`src/rtl/rv32i_seq_pkg.sv`:
```
// Shared state, select and trap-cause types plus RV32I opcode constants
// for the multicycle sequencer.
package rv32i_seq_pkg;

    typedef enum logic [2:0] {
        FETCH   = 3'd0,
        DECODE  = 3'd1,
        EXECUTE = 3'd2,
        MEM     = 3'd3,
        WB      = 3'd4,
        TRAP    = 3'd5
    } state_e;

    typedef enum logic [1:0] {
        PC_PLUS4  = 2'd0,
        PC_BRANCH = 2'd1,
        PC_JALR   = 2'd2
    } pc_src_e;

    typedef enum logic [1:0] {
        WB_ALU = 2'd0,
        WB_MEM = 2'd1,
        WB_PC4 = 2'd2
    } wb_sel_e;

    typedef enum logic [1:0] {
        TC_NONE        = 2'd0,
        TC_ILLEGAL     = 2'd1,
        TC_MEM_TIMEOUT = 2'd2
    } trap_cause_e;

    localparam logic [6:0] OP_R      = 7'b0110011;
    localparam logic [6:0] OP_I      = 7'b0010011;
    localparam logic [6:0] OP_LOAD   = 7'b0000011;
    localparam logic [6:0] OP_STORE  = 7'b0100011;
    localparam logic [6:0] OP_BRANCH = 7'b1100011;
    localparam logic [6:0] OP_JAL    = 7'b1101111;
    localparam logic [6:0] OP_JALR   = 7'b1100111;
    localparam logic [6:0] OP_LUI    = 7'b0110111;
    localparam logic [6:0] OP_AUIPC  = 7'b0010111;

    function automatic logic is_legal_op(input logic [6:0] op);
        case (op)
            OP_R, OP_I, OP_LOAD, OP_STORE, OP_BRANCH,
            OP_JAL, OP_JALR, OP_LUI, OP_AUIPC: is_legal_op = 1'b1;
            default:                            is_legal_op = 1'b0;
        endcase
    endfunction

endpackage

```
`src/rtl/rv32i_seq_wait_timer.sv`:
```
// Memory wait counter: counts consecutive stalled request cycles and flags
// the cycle in which the access has exhausted its MEM_TIMEOUT budget.
module rv32i_seq_wait_timer #(
    parameter int unsigned MEM_TIMEOUT = 16
) (
    input  logic clk,
    input  logic reset_n,
    input  logic i_req,
    input  logic i_ready,
    output logic o_timeout
);

    localparam int unsigned CNT_W = (MEM_TIMEOUT > 2) ? $clog2(MEM_TIMEOUT) : 1;
    localparam logic [CNT_W-1:0] LAST = CNT_W'(MEM_TIMEOUT - 1);

    logic [CNT_W-1:0] r_cnt;
    logic             w_stall;

    assign w_stall = i_req && !i_ready;

    // Any non-stalled cycle (idle or completed transfer) restarts the count,
    // so every FETCH/MEM entry and every transfer begins from zero.
    always_ff @(posedge clk) begin
        if (!reset_n) begin
            r_cnt <= '0;
        end else if (w_stall) begin
            r_cnt <= r_cnt + 1'b1;
        end else begin
            r_cnt <= '0;
        end
    end

    assign o_timeout = w_stall && (r_cnt == LAST);

endmodule

```
`src/rtl/rv32i_mc_sequencer.sv`:
```
// Multicycle control FSM for the RV32I core with shared memory port.
// Optional performance counters are enabled by defining RV_SEQ_PERF_CNT_EN.
module rv32i_mc_sequencer
    import rv32i_seq_pkg::*;
#(
    parameter int unsigned MEM_TIMEOUT = 16,
    parameter int unsigned PERF_W      = 32
) (
    input  logic              clk,
    input  logic              reset_n,
    input  logic [6:0]        opcode,
    input  logic              branch_cond,
    input  logic              mem_ready,
    output logic              mem_req,
    output logic              mem_we,
    output logic              mem_addr_sel,
    output logic              ir_write,
    output logic              pc_write,
    output logic [1:0]        pc_src,
    output logic              alu_b_sel,
    output logic              reg_write,
    output logic [1:0]        wb_sel,
    output logic              trap,
    output logic [1:0]        trap_cause,
    output logic [2:0]        state_o
`ifdef RV_SEQ_PERF_CNT_EN
    ,
    output logic [PERF_W-1:0] cycle_cnt,
    output logic [PERF_W-1:0] instret_cnt
`endif
);

    state_e      r_state;
    state_e      w_next;
    logic        r_trap;
    trap_cause_e r_cause;
    trap_cause_e w_cause;
    logic        w_mem_phase;
    logic        w_timeout;
    logic        w_is_load;
    logic        w_is_store;
    logic        w_b_imm;

    assign w_is_load  = (opcode == OP_LOAD);
    assign w_is_store = (opcode == OP_STORE);
    assign w_b_imm    = !((opcode == OP_R) || (opcode == OP_BRANCH));

    // Request decoded from state alone so the timer path stays loop-free.
    assign w_mem_phase = reset_n && ((r_state == FETCH) || (r_state == MEM));
    assign mem_req     = w_mem_phase;

    rv32i_seq_wait_timer #(
        .MEM_TIMEOUT (MEM_TIMEOUT)
    ) u_wait_timer (
        .clk       (clk),
        .reset_n   (reset_n),
        .i_req     (w_mem_phase),
        .i_ready   (mem_ready),
        .o_timeout (w_timeout)
    );

    always_ff @(posedge clk) begin
        if (!reset_n) begin
            r_state <= FETCH;
            r_trap  <= 1'b0;
            r_cause <= TC_NONE;
        end else begin
            r_state <= w_next;
            if ((w_next == TRAP) && (r_state != TRAP)) begin
                r_trap  <= 1'b1;
                r_cause <= w_cause;
            end
        end
    end

    always_comb begin
        w_next       = r_state;
        w_cause      = TC_NONE;
        mem_we       = 1'b0;
        mem_addr_sel = 1'b0;
        ir_write     = 1'b0;
        pc_write     = 1'b0;
        pc_src       = PC_PLUS4;
        alu_b_sel    = 1'b0;
        reg_write    = 1'b0;
        wb_sel       = WB_ALU;
        case (r_state)
            FETCH: begin
                if (mem_ready) begin
                    ir_write = 1'b1;
                    pc_write = 1'b1;
                    w_next   = DECODE;
                end else if (w_timeout) begin
                    w_next  = TRAP;
                    w_cause = TC_MEM_TIMEOUT;
                end
            end
            DECODE: begin
                if (is_legal_op(opcode)) begin
                    w_next = EXECUTE;
                end else begin
                    w_next  = TRAP;
                    w_cause = TC_ILLEGAL;
                end
            end
            EXECUTE: begin
                alu_b_sel = w_b_imm;
                w_next    = FETCH;
                case (opcode)
                    OP_BRANCH: begin
                        pc_write = branch_cond;
                        pc_src   = PC_BRANCH;
                    end
                    OP_JAL, OP_JALR: begin
                        pc_write  = 1'b1;
                        pc_src    = (opcode == OP_JALR) ? PC_JALR : PC_BRANCH;
                        reg_write = 1'b1;
                        wb_sel    = WB_PC4;
                    end
                    OP_LOAD, OP_STORE: w_next = MEM;
                    default:           w_next = WB;
                endcase
            end
            MEM: begin
                // Operand select held so the address survives without an ALU-out latch.
                alu_b_sel    = 1'b1;
                mem_addr_sel = 1'b1;
                mem_we       = w_is_store;
                if (mem_ready) begin
                    w_next = w_is_load ? WB : FETCH;
                end else if (w_timeout) begin
                    w_next  = TRAP;
                    w_cause = TC_MEM_TIMEOUT;
                end
            end
            WB: begin
                alu_b_sel = w_b_imm;
                reg_write = 1'b1;
                wb_sel    = w_is_load ? WB_MEM : WB_ALU;
                w_next    = FETCH;
            end
            default: w_next = TRAP;
        endcase
        if (!reset_n) begin
            mem_we       = 1'b0;
            mem_addr_sel = 1'b0;
            ir_write     = 1'b0;
            pc_write     = 1'b0;
            pc_src       = PC_PLUS4;
            alu_b_sel    = 1'b0;
            reg_write    = 1'b0;
            wb_sel       = WB_ALU;
        end
    end

    assign trap       = r_trap;
    assign trap_cause = r_cause;
    assign state_o    = r_state;

`ifdef RV_SEQ_PERF_CNT_EN
    logic [PERF_W-1:0] r_cycle_cnt;
    logic [PERF_W-1:0] r_instret_cnt;
    logic              w_retire;

    assign w_retire = ((r_state == EXECUTE) || (r_state == MEM) || (r_state == WB))
                      && (w_next == FETCH);

    always_ff @(posedge clk) begin
        if (!reset_n) begin
            r_cycle_cnt   <= '0;
            r_instret_cnt <= '0;
        end else begin
            if (r_state != TRAP) begin
                r_cycle_cnt <= r_cycle_cnt + 1'b1;
            end
            if (w_retire) begin
                r_instret_cnt <= r_instret_cnt + 1'b1;
            end
        end
    end

    assign cycle_cnt   = r_cycle_cnt;
    assign instret_cnt = r_instret_cnt;
`endif

endmodule

```
`config.mk`:
```
export PLATFORM = sky130hd
export DESIGN_NAME = rv32i_mc_sequencer
export DESIGN_NICKNAME = d
export VERILOG_FILES = /design/src/rtl/rv32i_seq_pkg.sv /design/src/rtl/rv32i_seq_wait_timer.sv /design/src/rtl/rv32i_mc_sequencer.sv
export SDC_FILE = /design/constraint.sdc
export NUM_CORES = 1
export LEC_CHECK = 0
export ABC_AREA = 1
export BUFFER_PORTS_ARGS = -buffer_cell sky130_fd_sc_hd__buf_2
export CORE_MARGIN = 10
export CORE_UTILIZATION = 48
export CTS_CLUSTER_SIZE = 16
export DETAILED_ROUTE_END_ITERATION = 10
export MAX_ROUTING_LAYER = met4
export PLACE_DENSITY = 0.81
export SLEW_MARGIN = 20
export SYNTH_ARGS = -nofsm -noshare
export SYNTH_HDL_FRONTEND = slang
export SYNTH_HIERARCHICAL = 1
export SYNTH_SLANG_ARGS = --single-unit
```
`constraint.sdc`:
```
create_clock -name clk -period 2.2 [get_ports clk]
set_input_delay 0.22 -clock clk [delete_from_list [all_inputs] [get_ports clk]]
set_output_delay 0.22 -clock clk [all_outputs]
set_load 0.01 [all_outputs]
```
==> impl_metrics.ini, run 1 <==
[global_route]
grtUsageMet2_pct = 18.2
grt_overflow_total = 0
grt_usage_pct = 11.6
use_met1_pct = 13.2
grt_max_degree = 11
antenna_found_initial = 0
grt_pass1_vias = 754
grt_util_met3_pct = 4.87
grt_busiest_layer = met2
grt_pass1_wl_um = 3170

[clock_tree]
clk_path_buf_depth = 2
cts-root-buf = clkbuf_4
cts_made_buffers = 3
path_clk_slew_ps = 60
htreeDepth = 1
clk_latency_ps = 260
ctsResizeCount = 0
cts_hold_buf = 0
cts.sinks = 10
cts_tree = yes
cts_setup_buffers = 0

[synth]
synth_adder_area_share_pct = 1.62
yosys.area_share.simple_pct = 49.0
synthesis.nets = 138
syn_inst = 126
avgSynthCellArea_um2 = 6.12
synth_cell_types = 21
synth_compound_area_share_pct = 13.1
synthXorXnorAreaFrac_pct = 0
synthMuxAreaShare_pct = 0
yosys_warnings = 6
synth_top_family_by_area = simple AND/OR/NAND/NOR gates
synth_seq_cells = 10
syn_area_um2 = 771
synth-seq-area-share_pct = 26.0

[floorplanning]
die-area_mm2 = 0.00361
die_w_um = 60.1
ioPinCount = 28
start_util_pct = 51.2
die-height_um = 60.1
core_area_mm2 = 0.00151
rows = 14

[power_and_ir_drop]
p_leak_nw = 0.513
p_total_w = 0.000606
powerDensity_mw_per_mm2 = 618
worst_ir_drop_vdd_mv = 0.449

[sta]
period_share_pct = 89.9
timing_hold_violations_final = 0
whs_ps = 296
setup_violations = 0
rsz0062_at_grt = false
slew_viol_final = 0
tightest_slew_ps = 316
fmax_ghz = 0.505
relSlewSlack_pct = 78.8
min_period_ps = 1980
tns_ps = 0
skew_ps = 1.69

[drt]
firstDrtPassIters = 4
drt_iter0_markers = 22
ant_nets = 0
wl_per_cell_um = 11.8
drc = 0
via_count = 856
routed_wl_um = 2050
via_per_inst = 4.92

[worst_setup_path]
critPathMaxStageDelay_ps = 370
worstPathRequired_ps = 2350
endpoint_kind = flop
worst_setup_path_start_kind = flop
cp_max_fo = 7
crit_path_top_delay_cell = dfxtp_1
cp.arrival_ps = 2130
path_cells = nor2_2, nand2_2, a21oi_1, nand2_1, nor3_4, nor2_1, nand2_1, nand2_1, nor2_1, nor2_1, a21oi_2, nand2_2, nand2_1, a21oi_2
cp_top_family = simple AND/OR/NAND/NOR gates
path_common_cell = nand2_1
criticalPathCategory = reg2reg
crit_buf_inv = 0

[placement]
io_buffers = 27
dp_hpwl_um = 1750
dp_cells = 171
gp_congestion = 0.863

[cells_and_area]
final_layout_size_suffix_gt1_share_pct = 38.0
nNetsFinal = 172
fin_cells = 174
antenna_cells = 0
area_delta_synth_final_pct = 27.3
fillers = 160
ff_latch_area_um2 = 200
multi_input_area_um2 = 505

[job]
max-cap-violations = 0

[status]
status = completed

[min_path]
hold_class = in2reg
==> tightest hold or removal path, stage by stage <==
cell     delay [ps]
buf_2           130
inv_2            50
nor2_2           30
nand2_1          50
nor2_1           30
==> cells by family (layout without fill, tap and decap cells) <==
kind of cell,Yosys count,after routing
fa+ha+maj,1,1
simple gates,77,77
buf+inv,21,53
flops,10,10
compound gates,17,17
==> area by class of cell <==
type | instances | area share, %
repair buffers | 30 | 16.1
flip-flops and latches | 10 | 20.4
inverters | 20 | 7.65
well taps | 16 | 2.04
clock buffers | 3 | 2.30
multi-input cells | 95 | 51.5
==> path summary, 6_finish.rpt <==
check,startpoint,to,slack [ps],cells after the start
worst min-delay path,reset_n,u_wait_timer/r_cnt[3],300,5
worst max register to register,state_o[1],trap_cause[1],220,14
worst min register to register,u_wait_timer/r_cnt[0],u_wait_timer/r_cnt[0],460,1
worst max-delay path,state_o[1],trap_cause[1],220,14
==> metal layers <==
metal | vias up | part of all wire, %
met4 | 0 | 0
met3 | 0 | 5.6
li1 | 467 | -
met1 | 373 | 46
met2 | 16 | 48
met5 | - | 0
==> registers in the layout, summed over array words and instances (netlist names) <==
signal              count
u_wait_timer/r_cnt      4
state_o                 3
trap                    1
trap_cause              2
==> cells in the final DEF, fill, tap and decap left out, types with 2 or more instances in the layout <==
| master | Yosys | layout |
|---|---|---|
| inv_2 | 6 | 6 |
| o21ai_0 | 3 | 3 |
| nand3_2 | 3 | 3 |
| buf_2 | 0 | 27 |
| buf_4 | 0 | 3 |
| nor2_1 | 20 | 19 |
| nor2_4 | 3 | 3 |
| o21ai_1 | 2 | 2 |
| nand2_2 | 6 | 6 |
| a31oi_1 | 2 | 2 |
| nand2_1 | 27 | 27 |
| nor2_2 | 3 | 4 |
| a21oi_2 | 3 | 3 |
| clkbuf_4 | 0 | 3 |
| nand3_1 | 8 | 8 |
| inv_1 | 14 | 14 |
| a21oi_1 | 6 | 6 |
| dfxtp_1 | 10 | 10 |
| nor3_1 | 5 | 4 |
==> Yosys cell counts (all sizes together) <==
| master | n | area share [%] |
|---|---|---|
| nand3 | 11 | 9.1 |
| a21oi | 9 | 7.3 |
| nor2 | 26 | 17 |
| inv | 20 | 9.7 |
| clkbuf | 1 | 0.49 |
| nand2 | 33 | 18 |
| nand4 | 1 | 0.81 |
| nor3 | 6 | 4.5 |
| o21bai | 1 | 0.97 |
| ha | 1 | 1.6 |
| dfxtp | 10 | 26 |
| o21ai | 5 | 3.2 |
| a31oi | 2 | 1.6 |
==> power by group <==
group	internal [W]	switching [W]
clock network	0.0000630	0.0000583
logic	0.0000988	0.000160
registers	0.000204	0.0000221
total	0.000366	0.000241
==> through the flow <==
stage	cell area, um2	utilization [%]	setup WS (ps)
2_1_floorplan	771	-	57.9
3_3_place_gp	945	62.7	198
3_5_place_dp	945	62.7	70.6
4_1_cts	967	64.2	58.2
5_1_grt	981	65.1	5.47
6_report	981	65.1	221
No activity file was read; power rests on OpenSTA's default activity.
==> run 2: changes to the inputs <==
Settings changed: CORE_UTILIZATION 48 to 50, CTS_BUF_LIST set to sky130_fd_sc_hd__clkbuf_2, PLACE_DENSITY 0.81 to 0.84.
Clock period 2.2 ns to 2 ns, I/O delays scaled along.
==> impl_metrics.ini, run 2 (synthesis gave the netlist of run 1 again) <==
[clock_tree]
cts_hold_buf = 0
cts-root-buf = clkbuf_2
cts_made_buffers = 3
htreeDepth = 1
clk_latency_ps = 250
cts.sinks = 10
cts_tree = yes
clk_path_buf_depth = 2
path_clk_slew_ps = 100

[cells_and_area]
design_area_mm2 = 0.00108
area_delta_synth_final_pct = 39.9
fin_util_pct = 72.4
layout_commonest_cell = buf_2
final_layout_size_suffix_gt1_share_pct = 45.5
largest_register_ffs = 4
antenna_cells = 0
nNetsFinal = 179
final_cell_mix = buf_2, nand2_1, nor2_1, inv_1, buf_4
top_register = u_wait_timer/r_cnt

[worst_setup_path]
worst_setup_path_start_kind = flop
cp_max_fo = 3
cp.arrival_ps = 2050
worstPathRequired_ps = 2150
criticalPathCategory = reg2reg
endpoint_kind = flop

[floorplanning]
die-height_um = 59.3
ioPinCount = 28
die-area_mm2 = 0.00351
die_w_um = 59.3
start_util_pct = 51.8
core_area_mm2 = 0.00149
rows = 14

[global_route]
grt_usage_pct = 12.1
antenna_found_initial = 0
grt_max_degree = 11
grt_pass1_wl_um = 3360
grt_overflow_total = 0
grt_pass1_vias = 797

[placement]
io_buffers = 27
post_dp_cell_area_um2 = 973
gp_congestion = 0.843
dp_hpwl_um = 1800

[sta]
timing_hold_violations_final = 0
fmax_ghz = 0.525
tightest_slew_ps = 292
rsz0062_at_grt = true
setup_violations = 0
min_period_ps = 1900
skew_ps = 5.79
period_share_pct = 95.2
whs_ps = 304
slew_viol_final = 0
relSlewSlack_pct = 80.4

[drt]
via_per_inst = 5.11
via_count = 925
ant_nets = 0
drt_iter0_markers = 24
routed_wl_um = 2250
wl_per_cell_um = 12.4
drc = 0
firstDrtPassIters = 4

[power_and_ir_drop]
worst_ir_drop_vdd_mv = 0.458
powerDensity_mw_per_mm2 = 658
p_leak_nw = 0.553

[job]
max-cap-violations = 0

[status]
status = completed

[min_path]
hold_class = in2reg
-- run 2: what timing repair did --
action	4_1_cts	5_1_grt
buffers inserted	0	5
gates resized for setup	0	15
setup endpoints to repair	0	5
-- run 2: path summary, 6_finish.rpt --
check                           cells after the start  slack (ps)                  start                     to
worst max-delay path                               14         100             state_o[0]          trap_cause[1]
worst min-delay path                                5         300                reset_n  u_wait_timer/r_cnt[3]
worst max register to register                     14         100             state_o[0]          trap_cause[1]
worst min register to register                      1         460  u_wait_timer/r_cnt[0]  u_wait_timer/r_cnt[0]
-- run 2: worst max-delay path: stages (launching register included) --
cell and delay, ps:
dfxtp_4 380, nor2_4 140, nand2_2 90, a21oi_4 160
nand2_2 100, nor3_4 230, nor2_2 80, nand2_1 60
nand2_1 50, nor2_1 110, nor2_1 70, a21oi_2 130
nand2_2 90, nand2_1 70, a21oi_2 50
-- run 2: where the power goes --
part           switching (W)  internal (W)
logic               0.000202      0.000144
clock network      0.0000658     0.0000409
registers          0.0000277      0.000230
-- run 2: layout make-up --
| cell class | count | area (um2) |
|---|---|---|
| multi-input cells | 95 | 547 |
| clock buffers | 3 | 15.0 |
| flip-flops and latches | 10 | 209 |
| inverters | 20 | 77.6 |
| well taps | 16 | 20.0 |
| fillers | 122 | 410 |
| repair buffers | 37 | 210 |
-- run 2: per-stage QoR --
step | power (W) | worst slack, ps | cells | TNS [ps]
2_1_floorplan | 0.000446 | 32.8 | 126 | 0
3_3_place_gp | 0.000556 | 167 | 173 | 0
3_5_place_dp | 0.000557 | 84.2 | 173 | 0
4_1_cts | 0.000666 | 60.6 | 176 | 0
5_1_grt | 0.000765 | -72.5 | 181 | -154
6_report | 0.000710 | 96.4 | 181 | 0
-- run 2: metal layers --
layer / up-vias / track usage [%] / routed length, um
met5: - / - / 0
li1: 479 / - / -
met1: 413 / 14.6 / 969
met3: 4 / 5.36 / 185
met2: 29 / 18.1 / 1080
met4: 0 / 2.62 / 10
==> run 3: changes to the inputs <==
Settings changed: PLACE_DENSITY 0.84 to 0.83, SYNTH_HIERARCHICAL 1 to not set.
==> impl_metrics.ini, run 3 <==
[drt]
drc = 0
via_per_inst = 5.15
firstDrtPassIters = 4
ant_nets = 0
via_count = 886
routed_wl_um = 2080
drt_iter0_markers = 20
wl_per_cell_um = 12.1

[clock_tree]
clk_latency_ps = 240
clk_path_buf_depth = 2
cts_hold_buf = 0
path_clk_slew_ps = 100
htreeDepth = 1
cts-root-buf = clkbuf_2
cts_tree = yes
ctsResizeCount = 0
cts.sinks = 10
cts_setup_buffers = 0
cts_made_buffers = 3

[worst_setup_path]
rr_startpoint = state_o[0]
worstPathRequired_ps = 1800
cp_max_fo = 7
r2r_setup_slack_ps = 330
cp.depth = 5
cp-endpoint = wb_sel[0]
worst_setup_path_start_kind = flop
r2r_cells = 10
critPathMaxStageDelay_ps = 530
setup.worst_path.start = state_o[2]
cp_top_family = simple AND/OR/NAND/NOR gates
crit_buf_inv = 2
endpoint_kind = output port
criticalPathCategory = reg2out
cp.arrival_ps = 1640
r2r-end = trap_cause[1]
crit_path_top_delay_cell = dfxtp_1
path_cells = inv_2, nor3_1, nand2_1, nor4_1, buf_2

[floorplanning]
core_area_mm2 = 0.00151
start_util_pct = 52.7
die-area_mm2 = 0.00358
die-height_um = 59.9
die_w_um = 59.9
ioPinCount = 28
rows = 14

[synth]
synth_cell_types = 24
synthesis.nets = 139
synth.most_common_cell = nand2_1
synth_edf_count = 0
avgSynthCellArea_um2 = 6.26
syn_area_um2 = 795
syn_inst = 127
synth_top_area_cell = dfxtp_1
synthTopCellsByArea = dfxtp_1, nand2_1, nor2_1
synth-seq-area-share_pct = 25.2
synth_seq_cells = 10
async_flop_share_pct = 0
synthTopCellsByCount = nand2_1, nor2_1, inv_1
ys.flop_type = dfxtp_1
yosys_warnings = 0
yosysTopAreaCellShare_pct = 25.2

[sta]
timing.final.ws_setup_ps = 163
skew_ps = 5.93
tns_ps = 0
whs_ps = 268
min_period_ps = 1840
timing_hold_violations_final = 0
tightest_slew_ps = 427
fmax_ghz = 0.544
slew_viol_final = 0
relSlewSlack_pct = 71.5
setup_violations = 0
period_share_pct = 91.9
rsz0062_at_grt = false

[cells_and_area]
layout_commonest_cell = nand2_1
largest_register_ffs = 4
top_register = u_wait_timer.r_cnt
fin_util_pct = 63.8
nNetsFinal = 170
final_layout_size_suffix_gt1_share_pct = 30.8
area_delta_synth_final_pct = 20.9
final_cell_mix = nand2_1, buf_2, nor2_1, inv_1, dfxtp_1
antenna_cells = 0

[job]
max-cap-violations = 0

[placement]
gp_congestion = 0.896
pre_cts_slack_ps = 373
io_buffers = 27
dp_hpwl_um = 1770

[global_route]
grt_pass1_vias = 858
antenna_found_initial = 0
grt_pass1_wl_um = 3390
grt_overflow_total = 0
grt_usage_pct = 12.0
grt_max_degree = 10

[power_and_ir_drop]
p_total_w = 0.000590
p_leak_nw = 0.537
powerDensity_mw_per_mm2 = 614
worst_ir_drop_vdd_mv = 0.443

[min_path]
hold_class = in2reg

[status]
status = completed
==> run 3: stage by stage <==
step,instance area [um2],std cells
floorplan,795,127
global placement,938,169
detailed placement,938,169
CTS,953,172
global route,961,172
finish,961,172
==> run 3: cells by family after synthesis <==
| kind of cell | after synthesis | synth area share (%) |
|---|---|---|
| and+or+nand+nor | 77 | 49.8 |
| buffers and inverters | 27 | 13.7 |
| AOI/OAI and AO/OA | 11 | 8.66 |
| DFF | 10 | 25.2 |
| xor gates and xnor gates | 1 | 1.10 |
| adders and majority gates | 1 | 1.57 |
==> run 3: metal layers <==
metal | vias to the layer above | wire, um | global-route usage, %
met3 | 4 | 158 | 4.24
met4 | 0 | 23 | 5.45
met5 | - | 0 | -
li1 | 460 | - | -
met1 | 396 | 836 | 11.8
met2 | 26 | 1060 | 20.4
==> run 3: worst min path at each step <==
stage	slack [ps]	start	to	cells past startpoint
after global placement	430	u_wait_timer.r_cnt[0]	u_wait_timer.r_cnt[0]	1
after global routing	270	reset_n	state_o[2]	3
after detailed placement	450	u_wait_timer.r_cnt[0]	u_wait_timer.r_cnt[0]	1
final	270	reset_n	state_o[0]	3
after CTS	260	reset_n	state_o[2]	3
after floorplan	420	u_wait_timer.r_cnt[0]	u_wait_timer.r_cnt[0]	1
==> run 3: power breakdown <==
group          internal (W)  switching (W)  total (W)  leakage (nW)
Clock             0.0000409      0.0000643   0.000105        0.0125
Sequential         0.000224      0.0000327   0.000257        0.0821
Combinational     0.0000840       0.000144   0.000228         0.443
Total              0.000349       0.000241   0.000590         0.537
==> run 3: worst register-to-register path: stages, from the launching register on <==
cell and delay, ps:
dfxtp_1 600, nand4_4 210, nand2_4 140, nand3_4 100, nand2_1 90, nand2_1 70
nand3_2 100, nand3_2 110, nand2_1 80, nand2_1 40, nor2_1 80
==> run 3: final cells by class <==
| class | count | area, um2 |
|---|---|---|
| clock buffers | 3 | 15.0 |
| inverters | 26 | 97.6 |
| repair buffers | 27 | 135 |
| fillers | 154 | 546 |
| flip-flops and latches | 10 | 201 |
| multi-input cells | 90 | 492 |
| well taps | 16 | 20.0 |
